**src/rtl/uart_rx_oversample_if.sv**
```systemverilog
// Receiver-side bundle for uart_rx_oversample: tick, serial line, clear strobe and byte status.
// parity_err exists only when UART_RX_PARITY_EN is defined.
interface uart_rx_oversample_if #(
    parameter int unsigned DATA_BITS = 8
);
    logic                 rx_enb;
    logic                 rx;
    logic                 rdy_clr;
    logic [DATA_BITS-1:0] data;
    logic                 rdy;
    logic                 frame_err;
    logic                 overrun;
`ifdef UART_RX_PARITY_EN
    logic                 parity_err;
`endif

    modport master (
        output rx_enb,
        output rx,
        output rdy_clr,
`ifdef UART_RX_PARITY_EN
        input  parity_err,
`endif
        input  data,
        input  rdy,
        input  frame_err,
        input  overrun
    );

    modport slave (
        input  rx_enb,
        input  rx,
        input  rdy_clr,
`ifdef UART_RX_PARITY_EN
        output parity_err,
`endif
        output data,
        output rdy,
        output frame_err,
        output overrun
    );
endinterface

```
**src/rtl/uart_rx_oversample.sv**
```systemverilog
// Oversampling UART receiver (8N1 by default), sampling each bit at mid-bit from rx_enb ticks.
// Define UART_RX_PARITY_EN to add an even-parity bit and the sticky parity_err flag.
module uart_rx_oversample #(
    parameter int unsigned DATA_BITS   = 8,
    parameter int unsigned OVERSAMPLE  = 16,
    parameter int unsigned SYNC_STAGES = 2
) (
    input  logic                 clk,
    input  logic                 rst,
    uart_rx_oversample_if.slave  bus
);
    localparam int unsigned TW = $clog2(OVERSAMPLE);
    localparam logic [TW-1:0] TickMid  = TW'(OVERSAMPLE / 2 - 1);
    localparam logic [TW-1:0] TickLast = TW'(OVERSAMPLE - 1);
    localparam logic [3:0]    LastBit  = 4'(DATA_BITS - 1);

    typedef enum logic [2:0] {
        StIdle,
        StStart,
        StData,
`ifdef UART_RX_PARITY_EN
        StParity,
`endif
        StStop,
        StWaitHigh
    } state_e;

    state_e                 state_q, state_d;
    logic [SYNC_STAGES-1:0] sync_q;
    logic [TW-1:0]          tick_q, tick_d;
    logic [3:0]             bit_q, bit_d;
    logic [DATA_BITS-1:0]   shift_q, shift_d;
    logic [DATA_BITS-1:0]   data_q, data_d;
    logic                   rdy_q, rdy_d;
    logic                   frame_err_q, frame_err_d;
    logic                   overrun_q, overrun_d;
    logic                   rxs;
`ifdef UART_RX_PARITY_EN
    logic                   parity_err_q, parity_err_d;
`endif

    assign rxs = sync_q[SYNC_STAGES-1];

    always_ff @(posedge clk or posedge rst) begin
        if (rst) begin
            sync_q      <= '1;
            state_q     <= StIdle;
            tick_q      <= '0;
            bit_q       <= '0;
            shift_q     <= '0;
            data_q      <= '0;
            rdy_q       <= 1'b0;
            frame_err_q <= 1'b0;
            overrun_q   <= 1'b0;
`ifdef UART_RX_PARITY_EN
            parity_err_q <= 1'b0;
`endif
        end else begin
            sync_q      <= {sync_q[SYNC_STAGES-2:0], bus.rx};
            state_q     <= state_d;
            tick_q      <= tick_d;
            bit_q       <= bit_d;
            shift_q     <= shift_d;
            data_q      <= data_d;
            rdy_q       <= rdy_d;
            frame_err_q <= frame_err_d;
            overrun_q   <= overrun_d;
`ifdef UART_RX_PARITY_EN
            parity_err_q <= parity_err_d;
`endif
        end
    end

    always_comb begin
        state_d     = state_q;
        tick_d      = tick_q;
        bit_d       = bit_q;
        shift_d     = shift_q;
        data_d      = data_q;
        rdy_d       = rdy_q;
        frame_err_d = frame_err_q;
        overrun_d   = overrun_q;
`ifdef UART_RX_PARITY_EN
        parity_err_d = parity_err_q;
`endif
        // Clear first so that a coinciding frame event below overrides it.
        if (bus.rdy_clr) begin
            rdy_d       = 1'b0;
            frame_err_d = 1'b0;
            overrun_d   = 1'b0;
`ifdef UART_RX_PARITY_EN
            parity_err_d = 1'b0;
`endif
        end
        if (bus.rx_enb) begin
            unique case (state_q)
                StIdle: begin
                    tick_d = '0;
                    if (!rxs) state_d = StStart;
                end
                StStart: begin
                    tick_d = tick_q + TW'(1);
                    if (tick_q == TickMid) begin
                        tick_d  = '0;
                        bit_d   = '0;
                        state_d = rxs ? StIdle : StData;
                    end
                end
                StData: begin
                    tick_d = tick_q + TW'(1);
                    if (tick_q == TickLast) begin
                        shift_d = {rxs, shift_q[DATA_BITS-1:1]};
                        bit_d   = bit_q + 4'd1;
`ifdef UART_RX_PARITY_EN
                        if (bit_q == LastBit) state_d = StParity;
`else
                        if (bit_q == LastBit) state_d = StStop;
`endif
                    end
                end
`ifdef UART_RX_PARITY_EN
                StParity: begin
                    tick_d = tick_q + TW'(1);
                    if (tick_q == TickLast) begin
                        if ((^shift_q) != rxs) parity_err_d = 1'b1;
                        state_d = StStop;
                    end
                end
`endif
                StStop: begin
                    tick_d = tick_q + TW'(1);
                    if (tick_q == TickLast) begin
                        if (rxs) begin
                            data_d  = shift_q;
                            rdy_d   = 1'b1;
                            if (rdy_q && !bus.rdy_clr) overrun_d = 1'b1;
                            state_d = StIdle;
                        end else begin
                            frame_err_d = 1'b1;
                            state_d     = StWaitHigh;
                        end
                    end
                end
                StWaitHigh: begin
                    tick_d = '0;
                    if (rxs) state_d = StIdle;
                end
                default: state_d = StIdle;
            endcase
        end
    end

    assign bus.data      = data_q;
    assign bus.rdy       = rdy_q;
    assign bus.frame_err = frame_err_q;
    assign bus.overrun   = overrun_q;
`ifdef UART_RX_PARITY_EN
    assign bus.parity_err = parity_err_q;
`endif
endmodule
```
**src/flat_wrapper.sv**
```systemverilog
// flat-port wrapper written by rule: the top's interface ports become plain ports
module uart_rx_oversample_flat 
#(
    parameter int unsigned DATA_BITS   = 8,
    parameter int unsigned OVERSAMPLE  = 16,
    parameter int unsigned SYNC_STAGES = 2
)
  (clk, rst, bus_rx_enb, bus_rx, bus_rdy_clr, bus_data, bus_rdy, bus_frame_err, bus_overrun);
  uart_rx_oversample_if #(.DATA_BITS(DATA_BITS)) bus_i ();
  input  logic clk;
  input  logic rst;
  input wire logic [$bits(bus_i.rx_enb)-1:0] bus_rx_enb;
  input wire logic [$bits(bus_i.rx)-1:0] bus_rx;
  input wire logic [$bits(bus_i.rdy_clr)-1:0] bus_rdy_clr;
  output wire logic [$bits(bus_i.data)-1:0] bus_data;
  output wire logic [$bits(bus_i.rdy)-1:0] bus_rdy;
  output wire logic [$bits(bus_i.frame_err)-1:0] bus_frame_err;
  output wire logic [$bits(bus_i.overrun)-1:0] bus_overrun;
  assign bus_i.rx_enb = bus_rx_enb;
  assign bus_i.rx = bus_rx;
  assign bus_i.rdy_clr = bus_rdy_clr;
  assign bus_data = bus_i.data;
  assign bus_rdy = bus_i.rdy;
  assign bus_frame_err = bus_i.frame_err;
  assign bus_overrun = bus_i.overrun;
  uart_rx_oversample #(.DATA_BITS(DATA_BITS), .OVERSAMPLE(OVERSAMPLE), .SYNC_STAGES(SYNC_STAGES)) u_core (.clk(clk), .rst(rst), .bus(bus_i));
endmodule
```
**config.mk**
```make
export PLATFORM = sky130hd
export DESIGN_NAME = uart_rx_oversample_flat
export DESIGN_NICKNAME = d
export VERILOG_FILES = /design/src/rtl/uart_rx_oversample_if.sv /design/src/rtl/uart_rx_oversample.sv /design/src/flat_wrapper.sv
export SDC_FILE = /design/constraint.sdc
export NUM_CORES = 1
export LEC_CHECK = 0
export BUFFER_PORTS_ARGS = -buffer_cell sky130_fd_sc_hd__buf_2
export CORE_ASPECT_RATIO = 1.25
export CORE_MARGIN = 8
export CORE_UTILIZATION = 57
export CTS_CLUSTER_SIZE = 30
export DETAILED_ROUTE_END_ITERATION = 16
export PLACE_DENSITY_LB_ADDON = 0.2
export SETUP_SLACK_MARGIN = 0.4
export SKIP_CTS_REPAIR_TIMING = 1
export SLEW_MARGIN = 20
export SYNTH_ARGS = -nofsm -noshare
export SYNTH_HDL_FRONTEND = slang
export SYNTH_SLANG_ARGS = --single-unit
export TNS_END_PERCENT = 30
```
**constraint.sdc**
```tcl
create_clock -name clk -period 2 [get_ports clk]
set_clock_uncertainty 0.1 [all_clocks]
set_input_delay 0.4 -clock clk [delete_from_list [all_inputs] [get_ports clk]]
set_output_delay 0.4 -clock clk [all_outputs]
set_load 0.005 [all_outputs]
```
## After elaboration in Yosys (flattened, before gate mapping)

Cells that the tools add are included.

- Flip-flop bits (word level): 32
- Output and inout bits: 11

- Add/sub/neg operators: 2
- Equality and inequality tests: 13
- Mux-type cells: 30
- Reductions and logical operators: 12

Operator list:

| operator | count |
|---|---|
| 2-to-1 mux 3 bit | 7 |
| 2-to-1 mux 1 bit | 16 |
| case mux 3 bit (5 select lines) | 1 |
| 2-to-1 mux 4 bit | 3 |
| case mux 4 bit (3 select lines) | 1 |
| != test 2 x 1 -> 1 bit (second input constant) | 5 |
| adder 4 x 1 -> 4 bit (second input constant) | 2 |
| equality test 4 x 3 -> 1 bit (second input constant) | 2 |
| case mux 4 bit (2 select lines) | 1 |
| AND reduction 4 bit | 2 |
| AND reduction 7 bit | 1 |
| equality test 3 x 2 -> 1 bit (second input constant) | 2 |
| equality test 4 bit (second input constant) | 1 |
| OR reduction 2 bit | 2 |
| equality test 3 x 1 -> 1 bit (second input constant) | 1 |
| equality test 3 bit (second input constant) | 1 |
| zero test 3 bit | 1 |
| AND reduction 3 bit | 1 |
| nonzero test 3 bit | 1 |
| 2-to-1 mux 2 bit | 1 |
| != test 2 bit (second input constant) | 1 |
| AND reduction 2 bit | 1 |
| nonzero test 2 bit | 1 |
| logical AND 1 bit | 1 |
| zero test 1 bit | 1 |

## Logic depth before layout (Yosys ltp)

Gate-level depths: netlist of the first run.

- Depth in word-level cells: 7
- Depth in mapped cells: 6
- Mapped depth without buffers: 5

## Worst setup path before layout of the first run

No wires, ideal clock.

- Kind: register -> register
- Start: register u_core.tick_q[0]
- End: register u_core.data_q[0] (netlist: u_core.bus.data[0])
- Arrival time: 1.547 ns
- Required time: 1.775 ns
- Slack: 0.228 ns
- Cell stages (with the launch flop): 5
- Buffers on the path: 0
- Clock period less this slack: 1.772 ns
- Path through: dfrtp_1 -> ha_1 -> nand4_2 -> nor3_4 -> mux2_2

- Word-level cells in the longest chain between the ends: 2

Ends and longest elaborated chain:

| item | RTL line | text |
|---|---|---|
| from (decl) | uart_rx_oversample.sv:30 | `logic [TW-1:0] tick_q, tick_d;` |
| from (signal assigned) | uart_rx_oversample.sv:61 | `tick_q <= tick_d;` |
| equality test 4 bit | uart_rx_oversample.sv:132 | `if (tick_q == TickLast) begin` |
| AND reduction 4 bit (no line) | n/a |  |
| to (signal assigned) | uart_rx_oversample.sv:64 | `data_q <= data_d;` |
| to (decl) | uart_rx_oversample.sv:33 | `logic [DATA_BITS-1:0] data_q, data_d;` |

Every way passes these cells.
A chain may end at the register's enable or synchronous reset.

## Final worst setup path of the first run

- Start: register u_core.state_q[1]
- End: register u_core.state_q[0]

- Word-level cells in the longest chain between the ends: 3
- Elaborated cells between the ends (all ways): 13
- Those cells by class: eq/ne: 10; mux: 1; reduce/logical: 2

Ends and longest elaborated chain:

| item | RTL line | text |
|---|---|---|
| from (decl) | uart_rx_oversample.sv:28 | `state_e state_q, state_d;` |
| from (signal assigned) | uart_rx_oversample.sv:47 | `state_q <= StIdle;` |
| from (signal assigned) | uart_rx_oversample.sv:60 | `state_q <= state_d;` |
| equality test 3 bit, or another cell as far along | uart_rx_oversample.sv:96 | `unique case (state_q)` |
| != test 2 x 1 -> 1 bit (no line) / != test 2 bit (equally long branches) | n/a |  |
| AND reduction 7 bit (no line) | n/a |  |

Parallel ways exist; a longest one is shown, timed or not.

==> results of run 1 <==
[logic make-up (layout without fill, tap and decap cells)]
logic type	count (synthesis)	count (layout)
xor+xnor	3	3
simple gates	36	37
mux	18	18
fa+ha+maj	2	2
flops	32	32
buf+inv	13	44
compound gates	21	21
[Yosys cell counts (2+ instances only)]
cell type	instances
nand3b_1	2
nor4_1	2
o211ai_1	2
nand3_1	5
mux2_1	2
a21oi_1	2
nand2_1	5
o31ai_1	2
nor2b_1	2
ha_1	2
buf_6	2
o21ai_0	2
nor2_1	7
a31oi_1	3
a21o_1	2
nor3b_1	3
dfstp_2	2
xnor2_1	2
inv_1	7
dfrtp_1	30
mux2_2	16
[path summary, 6_finish.rpt]
path / to
min reg2reg: u_core.sync_q[1]$_DFF_PP1_
max: u_core.state_q[0]$_DFFE_PP0P_
min: u_core.shift_q[7]$_DFFE_PP0P_
min in group clk: u_core.sync_q[0]$_DFF_PP1_
max in group asynchronous: u_core.sync_q[1]$_DFF_PP1_
max reg2reg: u_core.state_q[0]$_DFFE_PP0P_
[critical path: stages, from the launching register on]
cell	delay (ns)
dfrtp_2	0.47
buf_6	0.14
nand3b_1	0.15
a31oi_2	0.08
nor4b_4	0.40
mux2_4	0.34
[cell type report]
type	count	area, sq um
clock buffer	8	58.8
timing repair buffer	29	194
inverter	7	26.3
fill	199	738
tap	34	42.5
sequential	32	810
multi-input combinational	81	758
[metrics by stage]
stage / area (sq um) / utilization
final: 1890 / 0.719
after global routing: 1890 / 0.719
after CTS: 1770 / 0.675
after detailed placement: 1720 / 0.653
after global placement: 1720 / 0.653
after floorplan: 1580 / -
[metal layers]
metal	global-route usage	routed length [microns]	vias up
met4	0.0635	78	0
met2	0.259	1720	19
met5	0	0	-
met1	0.139	1320	551
met3	0.0407	97	10
li1	-	-	519
[registers in the layout (all words and copies together) (netlist names)]
register              count
u_core.bit_q              4
u_core.shift_q            8
u_core.state_q            3
u_core.sync_q             2
u_core.bus.frame_err      1
u_core.bus.overrun        1
u_core.bus.data           8
u_core.bus.rdy            1
u_core.tick_q             4
[power by group through the flow]
stage | logic [mW] | clock network, mW | registers [mW]
3_3_place_gp | 0.933 | 0 | 1.01
4_1_cts | 0.991 | 0.394 | 1.01
6_report | 1.21 | 0.379 | 1.02
5_1_grt | 1.32 | 0.420 | 1.05
3_5_place_dp | 0.988 | 0 | 1.02
2_1_floorplan | 0.835 | 0 | 0.943
==> reports/results.tsv, run 1 <==
stage	metric	value	unit
clocking	clk_path_buf_depth	2	
floorplan	dieHeight	74.0	microns
route	drtIter0Drc	63	
cells_and_area	antenna_cells	0	
power_and_ir_drop	sw_frac_of_total	0.377	
floorplan	initial_core_util	0.585	
sta	tightest_slew	0.402	ns
worst_setup_path	critPathRequiredTime	2.13	ns
worst_setup_path	setup.worst_path.start_class	flop	
logic_synthesis	netlist-cell-type-count	44	
power_and_ir_drop	pwr-share-clk	0.145	
logic_synthesis	async_reset_ff_frac	1.00	
cells_and_area	final_common_cell	dfrtp_1	
worst_setup_path	r2r-start	u_core.state_q[1]$_DFFE_PP0P_	
route	avgRoutedWirePerCell	16.8	microns
sta	fmax	559	MHz
route	ant_nets	0	
sta	post-route-min-period	1.79	ns
sta	finalSetupTns	0	ns
logic_synthesis	ys_seq_area_frac	0.523	
logic_synthesis	synthXorXnorAreaFrac	0.0171	
cells_and_area	area_growth_syn_to_layout	23.0	%
logic_synthesis	synth_compound_area_frac	0.108	
cells_and_area	nets	163	
logic_synthesis	synthCells	125	
floorplan	ios	16	
power_and_ir_drop	p_leak	0.886	nW
logic_synthesis	synth.area.mux_share	0.132	
placed_design	numPortBuffers	15	
run	cap_violations	0	
sta	rsz0062_at_grt	yes	
clocking	cts_tree	built	
route	drt_first_pass_iters	4	
worst_setup_path	setup.worst_path.start	u_core.state_q[1]$_DFFE_PP0P_	
logic_synthesis	synthSimpleGateAreaFrac	0.158	
worst_setup_path	worstSetupPathType	reg2reg	
route	drc	0	
floorplan	fp.dieArea	0.00462	sq mm
sta	maxSlewHeadroom	0.732	
global_routing	grt.total_usage	0.138	
worst_setup_path	crit_fanout	6	
global_routing	grt.overflow.total	0	
route	vias	1099	
worst_setup_path	r2r_slack	0.21	ns
logic_synthesis	avgSynthCellArea	12.3	sq um
sta	drv_slew	0	
logic_synthesis	synthAdderAreaFrac	0.0163	
power_and_ir_drop	intPower	1.63	mW
run_status	status	finished, final reports clean	
logic_synthesis	synth_flop_cell	dfrtp_1	
hold_path	worstHoldPathType	in2async	
sta	final_hold_viol_count	0	
logic_synthesis	synth_top_area_share	0.489	
global_routing	grt_max_degree	33	
placed_design	pre_cts_ws	0.124	ns
clocking	clk_pin_slew	0.10	ns
logic_synthesis	synth.ff_latch_count	32	
logic_synthesis	yosysWarnings	0	
global_routing	grt_pass1_vias	1155	
power_and_ir_drop	seqPwrFrac	0.392	
worst_setup_path	cp.arrival	1.92	ns
sta	fin_crit_sh	0.894	
cells_and_area	drive_above_1_share	0.459	
floorplan	fp.dieW	62.4	microns
logic_synthesis	synth_top_family_by_area	simple AND/OR/NAND/NOR gates	
power_and_ir_drop	p_comb_frac	0.462	
floorplan	core	0.00263	sq mm
power_and_ir_drop	p_total	2.61	mW
cells_and_area	stdcell_count	191	
sta	fin_hold_ws	0.0249	ns
floorplan	std_cell_rows	21	
placed_design	dp_cells	176	
sta	setup_viol	0	
global_routing	grt_pass1_wl	5130	microns
sta	setup_slack	0.211	ns
clocking	insertion_delay	0.33	ns
clocking	htree_levels	2	
logic_synthesis	synth_largest_area_cell	dfrtp_1	
clocking	cts.root.buffer_cell	clkbuf_4	
clocking	cts_buffers	5	
placed_design	hpwlAfterDp	2160	microns
clocking	clkSinkCount	32	
worst_setup_path	endpoint_kind	flop	
placed_design	routabilityCongestion	0.865	
cells_and_area	most-common-layout-cells	25 x dfrtp_1, 15 x buf_2, 11 x mux2_4, 11 x buf_4	
logic_synthesis	syn-num-nets	132	
logic_synthesis	yosys-top-cells-area	dfrtp_1 49%, mux2_2 12%, dfstp_2 3.4%, inv_1 1.7%, nor2_1 1.7%	
logic_synthesis	synth_edf_count	0	
global_routing	antenna_found_initial	0	
power_and_ir_drop	peakVddDrop	0.000850	V
power_and_ir_drop	p_switching	0.985	mW
route	drt_wl_total	3210	microns
logic_synthesis	synth_area	0.00154	sq mm
worst_setup_path	reg2reg_depth	5	
route	viasPerCell	5.75	
power_and_ir_drop	power_density	1380	mW/mm^2
(Power assumes the default switching activity.)
==> run 2, diff against run 1 <==
==> constraint.sdc (replaced) <==
create_clock -name clk -period 1.89 [get_ports clk]
set_clock_uncertainty 0.1 [all_clocks]
set_input_delay 0.378 -clock clk [delete_from_list [all_inputs] [get_ports clk]]
set_output_delay 0.378 -clock clk [all_outputs]
set_load 0.005 [all_outputs]
==> run 2 against run 1 <==
Critical endpoint unchanged; count of clock-buffer cells in the layout unchanged; largest cell class unchanged; flip-flop and latch count is the same; global-route usage decreased by 0.079 points; worst setup slack worse by 0.061 ns; via count is 1.9% higher; sequential share of layout area is 0.66 points lower; register-to-register slack got worse by 0.06 ns; sequential power rose by 6%; die area unchanged; worst hold slack worse by 0.021 ns; combinational power increased by 6%; critical path depth fell by 1.
==> reports/results.tsv, run 2 (same netlist as run 1, synthesis figures left out) <==
stage	metric	value	unit	change
power_and_ir_drop	p_leak	0.901	nW	+1.7%
route	drt_wl_total	3030	microns	-5.7%
global_routing	grt.overflow.total	0		unchanged
route	met2_wirelength	1610	microns	-6.2%
power_and_ir_drop	power_density	1470	mW/mm^2	+6.0%
clocking	clk_pin_slew	0.10	ns	about the same
floorplan	core	0.00263	sq mm	unchanged
global_routing	grt.total_usage	0.137		-0.000790
placed_design	hpwlAfterDp	2080	microns	-3.7%
sta	setup_viol	0		unchanged
route	avgRoutedWirePerCell	15.7	microns	-6.7%
floorplan	fp.dieArea	0.00462	sq mm	unchanged
route	drt_first_pass_iters	4		unchanged
cells_and_area	finalInstanceArea	0.00191	sq mm	+1.3%
sta	final_hold_viol_count	0		unchanged
route	top_layer	met4		
run_status	status	finished, final reports clean		
global_routing	antenna_found_initial	0		unchanged
clocking	clkSinkCount	32		unchanged
clocking	clk_path_buf_depth	2		unchanged
worst_setup_path	worstSetupPathType	reg2reg		
cells_and_area	most-common-layout-cells	27 x dfrtp_1, 15 x buf_2, 14 x buf_4, 11 x mux2_2		
sta	rsz0062_at_grt	yes		
sta	post-route-min-period	1.74	ns	-0.0494 ns
sta	drv_slew	0		unchanged
cells_and_area	utilization	0.728		+0.00905
clocking	cts.root.buffer_cell	clkbuf_4		
floorplan	dieHeight	74.0	microns	unchanged
cells_and_area	antenna_cells	0		unchanged
clocking	cts_buffers	5		unchanged
worst_setup_path	critPathRequiredTime	2.02	ns	-0.11 ns
route	vias	1120		+1.9%
placed_design	dpl_cell_area	0.00173	sq mm	+0.88%
cells_and_area	fill_cells	190		-4.5%
placed_design	numPortBuffers	15		unchanged
route	wl_met3	77	microns	-21%
placed_design	dp_cells	178		+1.1%
power_and_ir_drop	p_total	2.80	mW	+7.4%
global_routing	grt_max_degree	33		unchanged
cells_and_area	ff_latch_area	807	sq um	-0.31%
power_and_ir_drop	peakVddDrop	0.00100	V	+18%
cells_and_area	multi_input_area	757	sq um	-0.16%
worst_setup_path	endpoint_kind	flop		
route	viasPerCell	5.80		+0.85%
clocking	htree_levels	2		unchanged
floorplan	initial_core_util	0.585		unchanged
worst_setup_path	cp.arrival	1.87	ns	-0.05 ns
hold_path	worstHoldPathType	in2async		
global_routing	grt_pass1_vias	1106		-4.2%
cells_and_area	stdcell_count	193		+1.0%
worst_setup_path	crit_fanout	5		-1
cells_and_area	nets	165		+1.2%
floorplan	ios	16		unchanged
sta	fmax	575	MHz	+2.8%
route	wirelength_met1	1280	microns	-2.7%
sta	fin_crit_sh	0.920		+0.0259
cells_and_area	area_growth_syn_to_layout	24.5	%	
worst_setup_path	setup.worst_path.start_class	flop		
floorplan	fp.dieW	62.4	microns	unchanged
sta	tightest_slew	0.419	ns	+0.0162 ns
global_routing	grt_pass1_wl	5060	microns	-1.2%
route	drc	0		unchanged
cells_and_area	final_common_cell	dfrtp_1		
cells_and_area	drive_above_1_share	0.472		+0.0131
run	cap_violations	0		unchanged
route	drtIter0Drc	27		-57%
clocking	insertion_delay	0.33	ns	about the same
sta	maxSlewHeadroom	0.718		-0.0134
route	ant_nets	0		unchanged
placed_design	routabilityCongestion	0.844		-2.5%
floorplan	std_cell_rows	21		unchanged
clocking	cts_tree	built		
run 2: worst paths after layout:
check / startpoint / endpoint / slack (ns) / cells past startpoint
worst max-delay path: u_core.sync_q[1]$_DFF_PP1_ / u_core.state_q[0]$_DFFE_PP0P_ / 0.15 / 4
worst min-delay path: rst / u_core.shift_q[3]$_DFFE_PP0P_ / 0.004 / 3
worst max register to register: u_core.sync_q[1]$_DFF_PP1_ / u_core.state_q[0]$_DFFE_PP0P_ / 0.15 / 4
worst min register to register: u_core.sync_q[0]$_DFF_PP1_ / u_core.sync_q[1]$_DFF_PP1_ / 0.26 / 0
max in group asynchronous: rst / u_core.sync_q[0]$_DFF_PP1_ / 1.35 / 3
min in group clk: bus_rx / u_core.sync_q[0]$_DFF_PP1_ / 0.04 / 1
run 2: cell type report:
cell class / count / area share
clock buffer: 8 / 0.0360
inverter: 7 / 0.0137
multi-input combinational: 81 / 0.396
sequential: 32 / 0.422
tap: 34 / 0.0222
timing repair buffer: 31 / 0.111
run 2: power by group:
| part | total (mW) | leakage (nW) | internal, mW | switching (mW) |
|---|---|---|---|---|
| clock network | 0.440 | 0.0386 | 0.219 | 0.221 |
| registers | 1.08 | 0.403 | 0.868 | 0.215 |
| logic | 1.28 | 0.460 | 0.680 | 0.601 |
| total | 2.80 | 0.901 | 1.77 | 1.04 |
run 2: per-layer routing:
| layer | up-vias | global-route usage |
|---|---|---|
| met5 | - | 0 |
| li1 | 524 | - |
| met1 | 575 | 0.140 |
| met2 | 14 | 0.255 |
| met4 | 0 | 0.0635 |
| met3 | 7 | 0.0407 |
run 2: metrics by stage:
stage                     hold WS (ns)  TNS [ns]  worst slack (ns)
after floorplan                  0.245         0             0.160
after global placement           0.247         0            0.0722
after detailed placement         0.249         0            0.0275
after CTS                       0.0108  -0.00246          -0.00246
after global routing            0.0171         0            0.0821
final                          0.00368         0             0.151
run 2: worst max-delay path: stages (launching register included):
cell and delay [ns]:
dfstp_2 0.61, xnor2_2 0.13, o31ai_2 0.09, nor4b_4 0.38, mux2_4 0.33
==> run 3, diff against run 2 <==
--- a/config.mk
+++ b/config.mk
@@ -6,9 +6,8 @@
 export NUM_CORES = 1
 export LEC_CHECK = 0
 export BUFFER_PORTS_ARGS = -buffer_cell sky130_fd_sc_hd__buf_2
-export CORE_ASPECT_RATIO = 1.25
 export CORE_MARGIN = 8
-export CORE_UTILIZATION = 57
+export CORE_UTILIZATION = 25
 export CTS_CLUSTER_SIZE = 30
 export DETAILED_ROUTE_END_ITERATION = 16
 export PLACE_DENSITY_LB_ADDON = 0.2
==> run 3 against run 2 <==
Critical endpoint unchanged; largest cell class unchanged; non-clock buffer count stayed put; first-iteration DRC count increased by 52%; cell count rose by 21%; highest routed layer unchanged; combinational power decreased by 4%.
==> reports/results.tsv, run 3 (same netlist as run 1, synthesis figures left out) <==
stage	metric	value	unit	change
global_routing	grt_pass1_vias	1126		+1.8%
run	cap_violations	0		unchanged
global_routing	antenna_found_initial	0		unchanged
worst_setup_path	critical_path.cell_chain	xor2_1 > a311o_2 > nor4b_4 > mux2_1		
sta	fin_crit_sh	0.940		+0.0199
clocking	cts_tree	built		
power_and_ir_drop	power_density	1500	mW/mm^2	+2.6%
floorplan	ios	16		unchanged
cells_and_area	fill_cells	577		+200%
worst_setup_path	cp.arrival	1.85	ns	-0.02 ns
route	avgRoutedWirePerCell	14.2	microns	-9.7%
clocking	clkSinkCount	32		unchanged
global_routing	grt.total_usage	0.0773		-0.0598
sta	fmax	563	MHz	-2.1%
floorplan	fp.dieW	94.4	microns	+51%
worst_setup_path	crit_buf_inv	0		unchanged
run_status	status	finished, final reports clean		
route	drt_wl_total	3310	microns	+9.5%
cells_and_area	utilization	0.341		-0.387
sta	tightest_slew	0.411	ns	-0.00733 ns
placed_design	hpwlAfterDp	2280	microns	+9.4%
route	viasPerCell	4.53		-22%
placed_design	routabilityCongestion	0.752		-11%
clocking	cts_buffers	5		unchanged
clocking	clk_pin_slew	0.07	ns	-0.03 ns
worst_setup_path	critPathRequiredTime	1.96	ns	-0.06 ns
clocking	cts.root.buffer_cell	clkbuf_8		
global_routing	grt_max_degree	33		unchanged
clocking	insertion_delay	0.29	ns	-0.04 ns
power_and_ir_drop	peakVddDrop	0.000554	V	-45%
power_and_ir_drop	p_total	3.04	mW	+8.3%
hold_path	worstHoldPathType	in2async		
cells_and_area	final_common_cell	dfrtp_1		
floorplan	dieHeight	94.4	microns	+27%
floorplan	initial_core_util	0.260		-0.325
route	drc	0		unchanged
cells_and_area	nets	165		unchanged
sta	post-route-min-period	1.78	ns	+0.0376 ns
power_and_ir_drop	p_leak	0.927	nW	+2.8%
sta	drv_slew	0		unchanged
sta	setup_slack	0.113	ns	-0.0376 ns
worst_setup_path	setup.worst_path.start_class	flop		
cells_and_area	antenna_cells	0		unchanged
placed_design	pre_cts_ws	0.00308	ns	-0.0244 ns
floorplan	core	0.00592	sq mm	+130%
worst_setup_path	worstSetupPathType	reg2reg		
route	vias	1060		-5.4%
sta	final_hold_viol_count	0		unchanged
cells_and_area	finalInstanceArea	0.00202	sq mm	+5.5%
route	drt_first_pass_iters	4		unchanged
route	ant_nets	0		unchanged
route	drtIter0Drc	41		+52%
placed_design	dpl_cell_area	0.00181	sq mm	+4.7%
floorplan	std_cell_rows	28		+33%
global_routing	grt_pass1_wl	5370	microns	+6.0%
cells_and_area	area_growth_syn_to_layout	31.4	%	
worst_setup_path	crit_fanout	6		+1
cells_and_area	most-common-layout-cells	26 x dfrtp_1, 15 x buf_2, 13 x buf_4, 9 x mux2_4		
placed_design	numPortBuffers	15		unchanged
worst_setup_path	crit_path_top_delay_cell	dfrtp_2		
sta	maxSlewHeadroom	0.726		+0.00746
sta	finalSetupTns	0	ns	unchanged
global_routing	grt.overflow.total	0		unchanged
worst_setup_path	endpoint_kind	flop		
clocking	clk_path_buf_depth	2		unchanged
sta	rsz0062_at_grt	yes		
sta	setup_viol	0		unchanged
clocking	htree_levels	2		unchanged
floorplan	fp.dieArea	0.00891	sq mm	+93%
worst_setup_path	path_delay_family	flip-flops		
cells_and_area	drive_above_1_share	0.465		-0.00629
worst_setup_path	crit_path_max_incr_delay	0.46	ns	-0.15 ns
==> run 3: metrics by stage <==
step | cells | hold slack, ns
floorplan | 125 | 0.245
global placement | 223 | 0.246
detailed placement | 223 | 0.247
CTS | 231 | 0.0712
global route | 234 | 0.0706
finish | 234 | 0.0579
==> run 3: layout make-up <==
| class | count | area (sq um) | share of cell area |
|---|---|---|---|
| clock buffers | 7 | 96.3 | 0.0477 |
| clock inverters | 1 | 30.0 | 0.0149 |
| multi-input cells | 81 | 754 | 0.374 |
| flip-flops and latches | 32 | 808 | 0.400 |
| well taps | 75 | 93.8 | 0.0465 |
| inverters | 7 | 26.3 | 0.0130 |
| repair buffers | 31 | 209 | 0.104 |
==> run 3: per-layer routing <==
| layer | part of all wire | vias up | track usage |
|---|---|---|---|
| met3 | 0.042 | 6 | 0.0310 |
| li1 | - | 518 | - |
| met1 | 0.49 | 514 | 0.0922 |
| met4 | 0.018 | 0 | 0.0357 |
| met2 | 0.45 | 22 | 0.119 |
| met5 | 0 | - | 0 |
==> run 3: path summary, 6_finish.rpt <==
check,startpoint,end,slack (ns),depth (start not counted)
max,u_core.state_q[0]$_DFFE_PP0P_,u_core.state_q[0]$_DFFE_PP0P_,0.11,4
min reg2reg,u_core.sync_q[0]$_DFF_PP1_,u_core.sync_q[1]$_DFF_PP1_,0.26,0
min,rst,u_core.bus.data[6]$_DFFE_PP0P_,0.06,3
max reg2reg,u_core.state_q[0]$_DFFE_PP0P_,u_core.state_q[0]$_DFFE_PP0P_,0.11,4
max in group asynchronous,rst,u_core.tick_q[0]$_DFFE_PP0P_,1.29,3
min in group clk,bus_rx,u_core.sync_q[0]$_DFF_PP1_,0.08,1
==> run 3: power by group <==
part / internal [mW] / leakage [nW] / switching (mW)
Clock: 0.465 / 0.0645 / 0.259
Combinational: 0.645 / 0.460 / 0.584
Sequential: 0.871 / 0.402 / 0.212
Total: 1.98 / 0.927 / 1.06
==> run 3: worst reg2reg max path: stages (launching register included) <==
cell	delay [ns]
dfrtp_2	0.46
xor2_1	0.16
a311o_2	0.45
nor4b_4	0.16
mux2_1	0.33
